$ cat config.mk
export PLATFORM = sky130hd
export DESIGN_NAME = ts_bram_arbiter
export DESIGN_NICKNAME = d
export VERILOG_FILES = /design/src/rtl/ts_bram_arbiter.sv
export SDC_FILE = /design/constraint.sdc
export NUM_CORES = 1
export LEC_CHECK = 0
export ABC_AREA = 0
export CAP_MARGIN = 20
export CORE_ASPECT_RATIO = 0.5
export CORE_MARGIN = 2
export CORE_UTILIZATION = 50
export CTS_BUF_LIST = sky130_fd_sc_hd__clkbuf_8 sky130_fd_sc_hd__clkbuf_16
export DETAILED_ROUTE_END_ITERATION = 8
export PLACE_DENSITY_LB_ADDON = 0.25
export SYNTH_ARGS = -nofsm -noshare
export SYNTH_HDL_FRONTEND = slang
export SYNTH_SLANG_ARGS = --single-unit
export TNS_END_PERCENT = 100
$ cat constraint.sdc
create_clock -name clk -period 5 [get_ports clk]
set_clock_uncertainty 0.2 [all_clocks]
set_input_delay 1 -clock clk [delete_from_list [all_inputs] [get_ports clk]]
set_output_delay 1 -clock clk [all_outputs]
set_load 0.05 [all_outputs]
$ cat src/rtl/ts_bram_arbiter.sv
// Single-port time-surface BRAM arbiter: buffered DVS event writes vs. classifier scan reads,
// with a starvation bound for the scan. Define TS_ARB_STATS_EN to add grant/stall counters.
module ts_bram_arbiter #(
    parameter int ADDR_BITS    = 10,
    parameter int VALUE_BITS   = 8,
    parameter int FIFO_DEPTH   = 8,
    parameter int STARVE_LIMIT = 3,
    parameter int DROP_BITS    = 16
) (
    input  logic                  clk,
    input  logic                  rst,
    input  logic                  evt_valid,
    input  logic [ADDR_BITS-1:0]  evt_addr,
    input  logic [VALUE_BITS-1:0] evt_data,
    output logic                  evt_ready,
    input  logic                  scan_req,
    input  logic [ADDR_BITS-1:0]  scan_addr,
    output logic                  scan_gnt,
    output logic                  scan_rvalid,
    output logic [VALUE_BITS-1:0] scan_rdata,
    output logic [ADDR_BITS-1:0]  scan_raddr,
    output logic                  mem_en,
    output logic                  mem_we,
    output logic [ADDR_BITS-1:0]  mem_addr,
    output logic [VALUE_BITS-1:0] mem_wdata,
    input  logic [VALUE_BITS-1:0] mem_rdata,
    output logic [DROP_BITS-1:0]  drop_count,
    output logic                  busy
`ifdef TS_ARB_STATS_EN
    ,
    output logic [31:0]           stat_wr_grants,
    output logic [31:0]           stat_rd_grants,
    output logic [31:0]           stat_rd_stall
`endif
);

    localparam int PTR_BITS = $clog2(FIFO_DEPTH);
    localparam int CNT_BITS = PTR_BITS + 1;
    localparam int SC_BITS  = $clog2(STARVE_LIMIT + 1);
    localparam logic [SC_BITS-1:0]  SC_MAX = SC_BITS'(STARVE_LIMIT);
    localparam logic [CNT_BITS-1:0] CNT_FULL = CNT_BITS'(FIFO_DEPTH);

    typedef struct packed {
        logic [ADDR_BITS-1:0]  addr;
        logic [VALUE_BITS-1:0] data;
    } evt_t;

    typedef enum logic [1:0] {GNT_NONE, GNT_WR, GNT_RD} gnt_e;

    evt_t                fifo_mem [FIFO_DEPTH];
    evt_t                head;
    logic [PTR_BITS-1:0] wr_ptr, rd_ptr;
    logic [CNT_BITS-1:0] count;
    logic [SC_BITS-1:0]  starve_cnt;
    logic                fifo_empty, fifo_full;
    logic                push, pop, wr_gnt, rd_vld;
    gnt_e                gnt;

    assign fifo_empty = (count == '0);
    assign fifo_full  = (count == CNT_FULL);
    assign evt_ready  = !fifo_full;
    assign push       = evt_valid && evt_ready;
    assign head       = fifo_mem[rd_ptr];

    // Grant decision depends only on registered FIFO/starve state plus scan_req.
    always_comb begin
        gnt = GNT_NONE;
        if (!rst) begin
            if (fifo_empty && scan_req)
                gnt = GNT_RD;
            else if (!fifo_empty && !scan_req)
                gnt = GNT_WR;
            else if (!fifo_empty && scan_req)
                gnt = (starve_cnt < SC_MAX) ? GNT_WR : GNT_RD;
        end
    end

    always_comb begin
        scan_gnt  = (gnt == GNT_RD);
        wr_gnt    = (gnt == GNT_WR);
        pop       = wr_gnt;
        mem_en    = scan_gnt || wr_gnt;
        mem_we    = wr_gnt;
        mem_addr  = '0;
        mem_wdata = '0;
        if (wr_gnt) begin
            mem_addr  = head.addr;
            mem_wdata = head.data;
        end else if (scan_gnt) begin
            mem_addr  = scan_addr;
        end
    end

    // Storage is not reset; validity is tracked by the pointers and count.
    always_ff @(posedge clk) begin
        if (!rst && push)
            fifo_mem[wr_ptr] <= '{addr: evt_addr, data: evt_data};
    end

    always_ff @(posedge clk) begin
        if (rst) begin
            wr_ptr     <= '0;
            rd_ptr     <= '0;
            count      <= '0;
            starve_cnt <= '0;
            drop_count <= '0;
            rd_vld     <= 1'b0;
            scan_raddr <= '0;
        end else begin
            if (push)
                wr_ptr <= wr_ptr + 1'b1;
            if (pop)
                rd_ptr <= rd_ptr + 1'b1;
            case ({push, pop})
                2'b10:   count <= count + 1'b1;
                2'b01:   count <= count - 1'b1;
                default: count <= count;
            endcase
            // Counts only cycles where a pending scan lost to a write.
            if (wr_gnt && scan_req)
                starve_cnt <= starve_cnt + 1'b1;
            else
                starve_cnt <= '0;
            if (evt_valid && !evt_ready && drop_count != '1)
                drop_count <= drop_count + 1'b1;
            rd_vld <= scan_gnt;
            if (scan_gnt)
                scan_raddr <= scan_addr;
        end
    end

    assign scan_rvalid = rd_vld;
    assign scan_rdata  = rd_vld ? mem_rdata : '0;
    assign busy        = !fifo_empty || rd_vld;

`ifdef TS_ARB_STATS_EN
    always_ff @(posedge clk) begin
        if (rst) begin
            stat_wr_grants <= '0;
            stat_rd_grants <= '0;
            stat_rd_stall  <= '0;
        end else begin
            if (wr_gnt)
                stat_wr_grants <= stat_wr_grants + 32'd1;
            if (scan_gnt)
                stat_rd_grants <= stat_rd_grants + 32'd1;
            if (scan_req && !scan_gnt)
                stat_rd_stall  <= stat_rd_stall + 32'd1;
        end
    end
`endif

endmodule

Word level (Yosys, flattened, before mapping)
Memories as Yosys holds them, arrays and structs flattened. A register that Yosys moved wholly into a read port is not among the register bits.
Index checks and enable logic that the tools add are counted.
Widths: inputs -> output; s select.
{"block": "op_classes", "n_lt_le_gt_ge": 1, "bitwise_logic": 1, "reduce_logical": 17, "mux": 14, "addsub": 6, "eq_ne": 6}
{"operator": "$mux 10", "n": 2}
{"operator": "$add 16x1->16 const B", "n": 1}
{"operator": "$mux 8", "n": 2}
{"operator": "$ne 16x16->1 const B", "n": 1}
{"operator": "$mux 2", "n": 5}
{"operator": "$logic_and 1x1->1", "n": 8}
{"operator": "$pmux 4 s2", "n": 1}
{"operator": "$add 3x1->3 const B", "n": 2}
{"operator": "$mux 3", "n": 2}
{"operator": "$add 4x1->4 const B", "n": 1}
{"operator": "$eq 2x1->1 const B", "n": 2}
{"operator": "$eq 2x2->1 const B", "n": 2}
{"operator": "$eq 4x4->1 const B", "n": 1}
{"operator": "$logic_not 1->1", "n": 4}
{"operator": "$logic_not 4->1", "n": 1}
{"operator": "$sub 4x1->4 const B", "n": 1}
{"operator": "$add 2x1->2 const B", "n": 1}
{"operator": "$logic_or 1x1->1", "n": 2}
{"operator": "$lt 2x2->1 const B", "n": 1}
{"operator": "$mux 1", "n": 2}
{"operator": "$reduce_bool 2->1", "n": 1}
{"operator": "$reduce_or 2->1", "n": 1}
{"operator": "$not 1->1", "n": 1}
{"block": "word_totals", "in_bits": 40, "wordCells": 53, "n_memories": 1, "ff_bits": 39, "ram_bits": 144}
{"name": "fifo_mem", "depth": 8, "width": 18, "read_ports": 1, "rd_ports_with_merged_regs": 1, "wr": 1, "line": "50", "source": "evt_t fifo_mem [FIFO_DEPTH];"}

Depth between registers and ports, before layout
Gate-level depths: netlist of run 1.
{"block": "logic_depth", "ltp_word": 11, "depth_mapped": 12, "ltp_nobuf": 11}

Worst setup path before layout of run 1
OpenSTA, ideal clock, no wires.
{"block": "synth_path", "kind": "input-to-output", "startpoint": "input rst", "endpoint": "output mem_addr[0]", "path_slack_ns": 0.406, "n_path_buf": 2, "path_stages": 6, "arrival_ns": 3.394, "path_cell_list": "clkbuf_1 a211o_1 ha_1 clkbuf_1 nand2_1 o21ai_0"}
{"block": "synth_between", "elab_chain_len": 4, "elab_cells_between_ends": 5, "cone_classes": "eq/ne (2); mux (3)"}
{"item": "from (decl)", "line": "11", "source": "input logic rst,"}
{"item": "$mux 2", "line": "68", "source": "if (!rst) begin"}
{"item": "$eq 2x2->1", "line": "79", "source": "scan_gnt = (gnt == GNT_RD);"}
{"item": "named net scan_gnt", "line": "18", "source": "output logic scan_gnt,"}
{"item": "$mux 10", "line": "89", "source": "end else if (scan_gnt) begin"}
{"item": "$mux 10", "line": "86", "source": "if (wr_gnt) begin"}
{"item": "to (decl)", "line": "24", "source": "output logic [ADDR_BITS-1:0] mem_addr,"}
The timed path passes the listed nets, and every way through them passes these cells.

Final worst setup path of run 1
{"block": "layout_path", "startpoint": "input scan_req", "endpoint": "output mem_addr[3]"}
{"block": "layout_between", "elab_chain_len": 8, "elab_cells_between_ends": 12, "cone_classes": "eq/ne (2); mux (6); reduce/logical (4)"}
{"item": "from (decl)", "line": "16", "source": "input logic scan_req,"}
{"item": "$logic_and 1x1->1 or $logic_not 1->1 (tied branches)", "line": "73, 71"}
{"item": "$mux 2 or $logic_and 1x1->1 (tied branches)", "line": "73, 71"}
{"item": "$mux 2", "line": "71", "source": "else if (!fifo_empty && !scan_req)"}
{"item": "$mux 2 *", "line": "69", "source": "if (fifo_empty && scan_req)"}
{"item": "$mux 2 *", "line": "68"}
{"item": "$eq 2x2->1", "line": "79"}
{"item": "$mux 10", "line": "89"}
{"item": "$mux 10 *", "line": "86"}
Mark *: on every way between the ends. The rest lies on a longest branch, timed or not.

==> results of run 1 <==
[path summary, 6_finish.rpt]
path                                      end  slack (ns)
worst max-delay path              mem_addr[3]        0.79
worst min register to register  starve_cnt[0]        0.22
worst max register to register       count[2]        1.69
worst min-delay path            starve_cnt[0]        0.22
[critical path: stages]
cell	delay, ns
clkdlybuf4s50_1	0.48
nor2b_1	0.19
o21ai_0	0.15
inv_1	0.09
ha_1	0.21
buf_4	0.24
nand2_1	0.10
o21ai_0	0.35
buf_12	0.19
[cell type report]
cell class | count | area (µm²) | area share, %
Clock inverter | 15 | 148.9 | 1.548
Timing Repair Buffer | 113 | 1289 | 13.40
Tap cell | 198 | 247.7 | 2.576
Clock buffer | 17 | 425.4 | 4.424
Multi-Input combinational cell | 265 | 2321 | 24.13
Sequential cell | 186 | 5166 | 53.72
Inverter | 5 | 18.77 | 0.1952
[power by group through the flow]
stage                     clock [mW]  sequential, mW  combinational, mW
after detailed placement           0            1.87               1.40
final                           1.29            1.83               1.39
after CTS                       1.31            1.84               1.41
after global routing            1.37            1.85               1.48
after global placement             0            1.86               1.39
after floorplan                    0            1.85              0.878
[state kept, by name (all words and copies together), names as in the netlist, named ones only]
name         count
fifo_mem       144
drop_count      16
scan_raddr      10
count            4
rd_ptr           3
wr_ptr           3
starve_cnt       2
scan_rvalid      1
[kinds of logic after synthesis]
group | count (synthesis) | share of synthesized area [%]
DFF | 186 | 68.04
and+or+nand+nor | 135 | 9.741
muxes | 62 | 14.37
AOI/OAI and AO/OA | 52 | 3.725
buffers and inverters | 32 | 1.829
adders and majority gates | 9 | 1.483
xor gates and xnor gates | 7 | 0.8077
[metrics by stage]
stage                     total power, mW  area (µm²)
after detailed placement            3.266        9042
after floorplan                     2.727        7591
after global routing                4.698        9617
after CTS                           4.552        9617
final                               4.511        9617
after global placement              3.257        9042
[routing by layer]
layer / part of all wire, % / global-route usage (%) / vias up
met3: 6.5 / 4.313 / 12
met4: 0.79 / 5.149 / 0
met2: 45 / 30.43 / 136
met1: 48 / 29.61 / 2225
met5: 0 / 0 / -
li1: - / - / 2075
[cells in the final DEF, fill, tap and decap left out, types with 2 or more instances in the layout]
cell             synthesis  routed
edfxtp_1               144     144
clkdlybuf4s50_1          0      77
dfxtp_1                 42      41
mux4_2                  36      36
nand2_1                 31      31
a21oi_1                 25      25
nor2_1                  21      21
buf_12                   0      20
o21ai_0                 19      19
nor2b_1                 17      17
clkbuf_16                0      17
mux2_2                  16      16
buf_4                    0      15
nand2b_1                12      12
mux2i_1                 10      10
ha_1                     9       9
and2_1                   8       8
nand3_1                  8       8
or4_1                    7       7
xor2_1                   6       6
o31ai_1                  6       6
nor4_1                   7       5
inv_1                    5       5
nand4_1                  4       4
or3_1                    4       4
inv_8                    0       4
inv_6                    0       4
nor3_2                   0       3
clkinvlp_4               0       3
nand3b_1                 2       2
nor4_2                   0       2
clkinv_8                 0       2
==> reports/qor.csv, run 1 <==
stage;metric;value;unit
outcome;status;completed;
place;dp_cells;767;
clock_network;cts_resized;0;
floorplanning;dieArea;16240;µm²
synth;syn_inst;483;
sta;fin_crit;4.208;ns
synth;synth_most_common_cell;edfxtp_1;
drt;wirelength;15360;µm
global_routing;grt_pass1_wl;24160;µm
floorplanning;fp.dieW;178.3;µm
critical_path;r2r_cells;11;
sta;max_freq;237.6;MHz
cells_and_area;n_antenna_cell;0;
cells_and_area;final.fill_count;1027;
synth;synth_seq_cells;186;
synth;synth_edf_count;144;
critical_path;crit_type;in -> out;
drt;drtIter0Drc;359;
cells_and_area;final_cells;799;
place;dp_hpwl;9131;µm
sta;fin_tns_setup;0;ns
floorplanning;fp.dieH;91.13;µm
global_routing;antenna_found_initial;0;
power;power_density;469.0;nW/µm²
sta;relSlewSlack;31.42;%
synth;synth_top_flop_cell;edfxtp_1;
synth;synthesis.nets;532;
critical_path;cp_max_fo;19;
clock_network;cts-root-buf;clkbuf_16;
clock_network;cts_buffers;17;
global_routing;grt_util_all_layers;20.02;%
drt;remaining_drc_errors;0;
global_routing;grt_max_degree;49;
critical_path;regToRegStartpoint;count[1];
sta;finalWorstSetupSlack;0.7920;ns
flow_run;cap_violations;0;
sta;hold_viol;0;
power;p_sw;1.464;mW
sta;rsz0062_at_grt;no;
cells_and_area;drive_above_1_share;21.80;%
power;cellLeakagePower;3.128;nW
cells_and_area;nNetsFinal;637;
place;placement.io_buffers;97;
worst_hold_path;hold_path_class;reg -> reg;
clock_network;clock_sink_count;186;
floorplanning;start_util;51.78;%
power;switching_share;32.45;%
sta;final_max_slew_viol_count;0;
clock_network;clockBufferDepth;2;
sta;worstMarginPinSlew;1.027;ns
synth;synth.distinct_cells;40;
clock_network;hold_buffers;0;
global_routing;grt_pass1_vias;4325;
power;ir_worst_vdd;0.2999;mV
synth;seq_area_frac_synth;68.04;%
sta;setup_viol;0;
critical_path;crit_start;scan_req;
synth;ys_top_cells_by_count;edfxtp_1, dfxtp_1, mux4_2, nand2_1, a21oi_1;
power;intPower;3.047;mW
drt;vias_per_cell;5.567;
global_routing;grt-ovfl-total;0;
critical_path;crit_path_start_kind;input pin;
synth;synth_area_per_cell;15.72;µm²
sta;whs;0.2208;ns
drt;routedWlPerCell;19.22;µm
drt;vias;4448;
place;dp_slack;0.8080;ns
sta;finalCritPeriodShare;84.16;%
worst_hold_path;min_path_cells;1;
floorplanning;io_pins;98;
critical_path;cp.required;3.80;ns
floorplanning;row_count;31;
clock_network;cts_setup_buffers;0;
synth;async_flop_share;0;%
synth;synth_top_cell_area_share;56.96;%
synth;synthTopCellsByArea;edfxtp_1, dfxtp_1, mux4_2;
power;combPwrFrac;30.9;%
cells_and_area;fin_util;65.59;%
cells_and_area;areaGrowthSynthToFinish;26.69;%
synth;synth_top_cell_by_area;edfxtp_1;
critical_path;worstPathArrival;3.01;ns
clock_network;cts_tree;yes;
power;p_seq_share;40.6;%
place;place.gp.congestion;0.7656;
clock_network;cts.reportedPaths.clkPinSlew;0.07;ns
synth;yosysWarnings;0;
synth;synthesis.area;7591;µm²
clock_network;htreeDepth;4;
drt;ant_nets;0;
clock_network;clkLatencyLatePin;0.42;ns
power;p_clk_share;28.5;%
floorplanning;fp.coreArea;14660;µm²
worst_hold_path;hp-start;starve_cnt[0];
critical_path;end_kind;output port;
drt;drtPass1Iterations;5;
Power figures use the tool's default switching activity.
==> run 2, diff against run 1 <==
clock period = 3.8 ns   (was 5 ns; I/O delays follow)
==> run 2 against run 1 <==
Against the previous run:
- via count rose by 2.2%
- wire length fell by 1.2%
- combinational power rose by 45%
- total power rose by 33%
- final cell count rose by 0.13%
- critical endpoint is now mem_addr[9]
- first-iteration DRC count rose by 2.8%
- die area did not move
- sequential cell count did not move
- clock power rose by 28%
==> reports/qor.csv, run 2 (synthesis gave the netlist of run 1 again) <==
stage;metric;value;unit;change
clock_network;cts_buffers;17;;unchanged
critical_path;crit_top_cell;buf_12;;
critical_path;crit_chain;clkdlybuf4s50_1, nor2b_1, o21ai_0, inv_1, ha_1, buf_12, nand2_1, o21ai_1, buf_12;;
drt;vias;4544;;+2.2%
floorplanning;fp.coreArea;14660;µm²;unchanged
sta;fin_crit;3.472;ns;
critical_path;end_kind;output port;;
drt;vias_per_cell;5.680;;+2.0%
clock_network;clockBufferDepth;2;;unchanged
global_routing;grt_util_all_layers;19.60;%;-0.43 points
cells_and_area;top_regs;fifo_mem (144), drop_count (16), scan_raddr (10);;
floorplanning;row_count;31;;unchanged
drt;routedWlPerCell;18.97;µm;-1.3%
floorplanning;dieArea;16240;µm²;unchanged
power;power;6.009;mW;+33%
cells_and_area;areaGrowthSynthToFinish;27.69;%;
power;ir_worst_vdd;0.3324;mV;+11%
floorplanning;io_pins;98;;unchanged
clock_network;cts_setup_buffers;0;;unchanged
clock_network;cts.reportedPaths.clkPinSlew;0.07;ns;about the same
critical_path;crit_path_start_kind;input pin;;
critical_path;crit_type;in -> out;;
sta;hold_viol;0;;unchanged
floorplanning;fp.dieH;91.13;µm;unchanged
sta;fin_tns_setup;0;ns;unchanged
place;placed_cell_area;9141;µm²;+1.1%
cells_and_area;final.fill_count;1003;;-2.3%
clock_network;cts_tree;yes;;
clock_network;cts-root-buf;clkbuf_16;;
cells_and_area;regMostFlops;fifo_mem;;
drt;drtPass1Iterations;4;;-1
sta;final_max_slew_viol_count;0;;unchanged
critical_path;cp.required;2.84;ns;-0.96 ns
critical_path;crit_family;buffers and inverters;;
drt;remaining_drc_errors;0;;unchanged
sta;worstMarginPinSlew;0.7593;ns;-0.2679 ns
global_routing;grt-ovfl-total;0;;unchanged
sta;whs;0.2229;ns;+0.002089 ns
global_routing;grt_pass1_vias;4341;;+0.37%
cells_and_area;design_area;9693;µm²;+0.79%
power;cellLeakagePower;3.167;nW;+1.3%
flow_run;cap_violations;0;;unchanged
worst_hold_path;hold_path_class;reg -> reg;;
drt;ant_nets;0;;unchanged
global_routing;grt_max_degree;48;;-2.0%
place;placement.io_buffers;97;;unchanged
outcome;status;completed;;
critical_path;max_stage_delay;0.47;ns;about the same
cells_and_area;final_cell_mix;edfxtp_1, clkdlybuf4s50_1, dfxtp_1;;
sta;finalWorstSetupSlack;0.3285;ns;-0.4635 ns
clock_network;clkLatencyLatePin;0.42;ns;about the same
critical_path;crit_slowest_cell;clkdlybuf4s50_1;;
clock_network;cts_resized;0;;unchanged
place;dp_slack;0.1883;ns;-0.6197 ns
drt;wirelength;15170;µm;-1.2%
power;power_density;619.9;nW/µm²;+32%
critical_path;worstPathArrival;2.51;ns;-0.50 ns
clock_network;htreeDepth;4;;unchanged
floorplanning;fp.dieW;178.3;µm;unchanged
critical_path;cp_max_fo;22;;+3
sta;max_freq;288.1;MHz;
sta;relSlewSlack;49.31;%;+18 points
sta;setup_viol;0;;unchanged
cells_and_area;drive_above_1_share;24.42;%;+2.6 points
global_routing;antenna_found_initial;0;;unchanged
clock_network;clock_sink_count;186;;unchanged
cells_and_area;nNetsFinal;639;;+0.31%
sta;rsz0062_at_grt;no;;
place;dp_hpwl;9257;µm;+1.4%
clock_network;hold_buffers;0;;unchanged
critical_path;cp_num_buf_inv;4;;unchanged
place;place.gp.congestion;0.7925;;+3.5%
drt;drtIter0Drc;369;;+2.8%
cells_and_area;largest_reg_flops;144;;unchanged
global_routing;grt_pass1_wl;23760;µm;-1.7%
floorplanning;start_util;51.78;%;unchanged
sta;finalCritPeriodShare;91.36;%;
cells_and_area;final_common_cell;edfxtp_1;;
cells_and_area;n_antenna_cell;0;;unchanged
## run 2: cell count changes in the layout (fill, tap and decap cells not counted), moves of 2 or more
cell | before | now
clkinv_8 | 2 | 0
nor2b_2 | 0 | 8
o21ai_1 | 0 | 5
clkdlybuf4s50_1 | 77 | 75
o21ai_2 | 0 | 5
clkinvlp_4 | 3 | 1
clkinv_4 | 1 | 3
o21ai_0 | 19 | 9
nor2b_1 | 17 | 9
buf_12 | 20 | 24
## run 2: power breakdown
part           internal [mW]  total, mW  switching (mW)  leakage, nW
registers               2.28       2.35          0.0676         1.64
clock network          0.862       1.65           0.790        0.274
logic                  0.927       2.01            1.08         1.25
total                   4.07       6.01            1.94         3.17
## run 2: final cells by class
cell class / count / area, µm² / area share, %
Multi-Input combinational cell: 265 / 2360 / 24.34
Clock buffer: 17 / 425.4 / 4.389
Inverter: 5 / 18.77 / 0.1936
Tap cell: 198 / 247.7 / 2.556
Clock inverter: 14 / 126.4 / 1.304
Sequential cell: 186 / 5166 / 53.30
Timing Repair Buffer: 115 / 1349 / 13.92
## run 2: stage by stage
stage | cells | util, %
6_report | 800 | 66.11
5_1_grt | 800 | 66.11
4_1_cts | 800 | 66.11
3_5_place_dp | 769 | 62.35
3_3_place_gp | 769 | 62.35
2_1_floorplan | 483 | -
## run 2: path summary, 6_finish.rpt
kind | start | endpoint | slack, ns | cells past startpoint
worst max register to register | count[1] | count[2] | 0.61 | 11
worst min-delay path | starve_cnt[0] | starve_cnt[0] | 0.22 | 1
worst max-delay path | scan_req | mem_addr[9] | 0.33 | 9
worst min register to register | starve_cnt[0] | starve_cnt[0] | 0.22 | 1
## run 2: metal layers
| metal | GRT usage [%] | vias up | share of wire [%] |
|---|---|---|---|
| met3 | 4.313 | 20 | 7.6 |
| met5 | 0 | - | 0 |
| met1 | 28.56 | 2279 | 45 |
| met2 | 29.78 | 167 | 46 |
| met4 | 5.827 | 0 | 1.1 |
| li1 | - | 2078 | - |
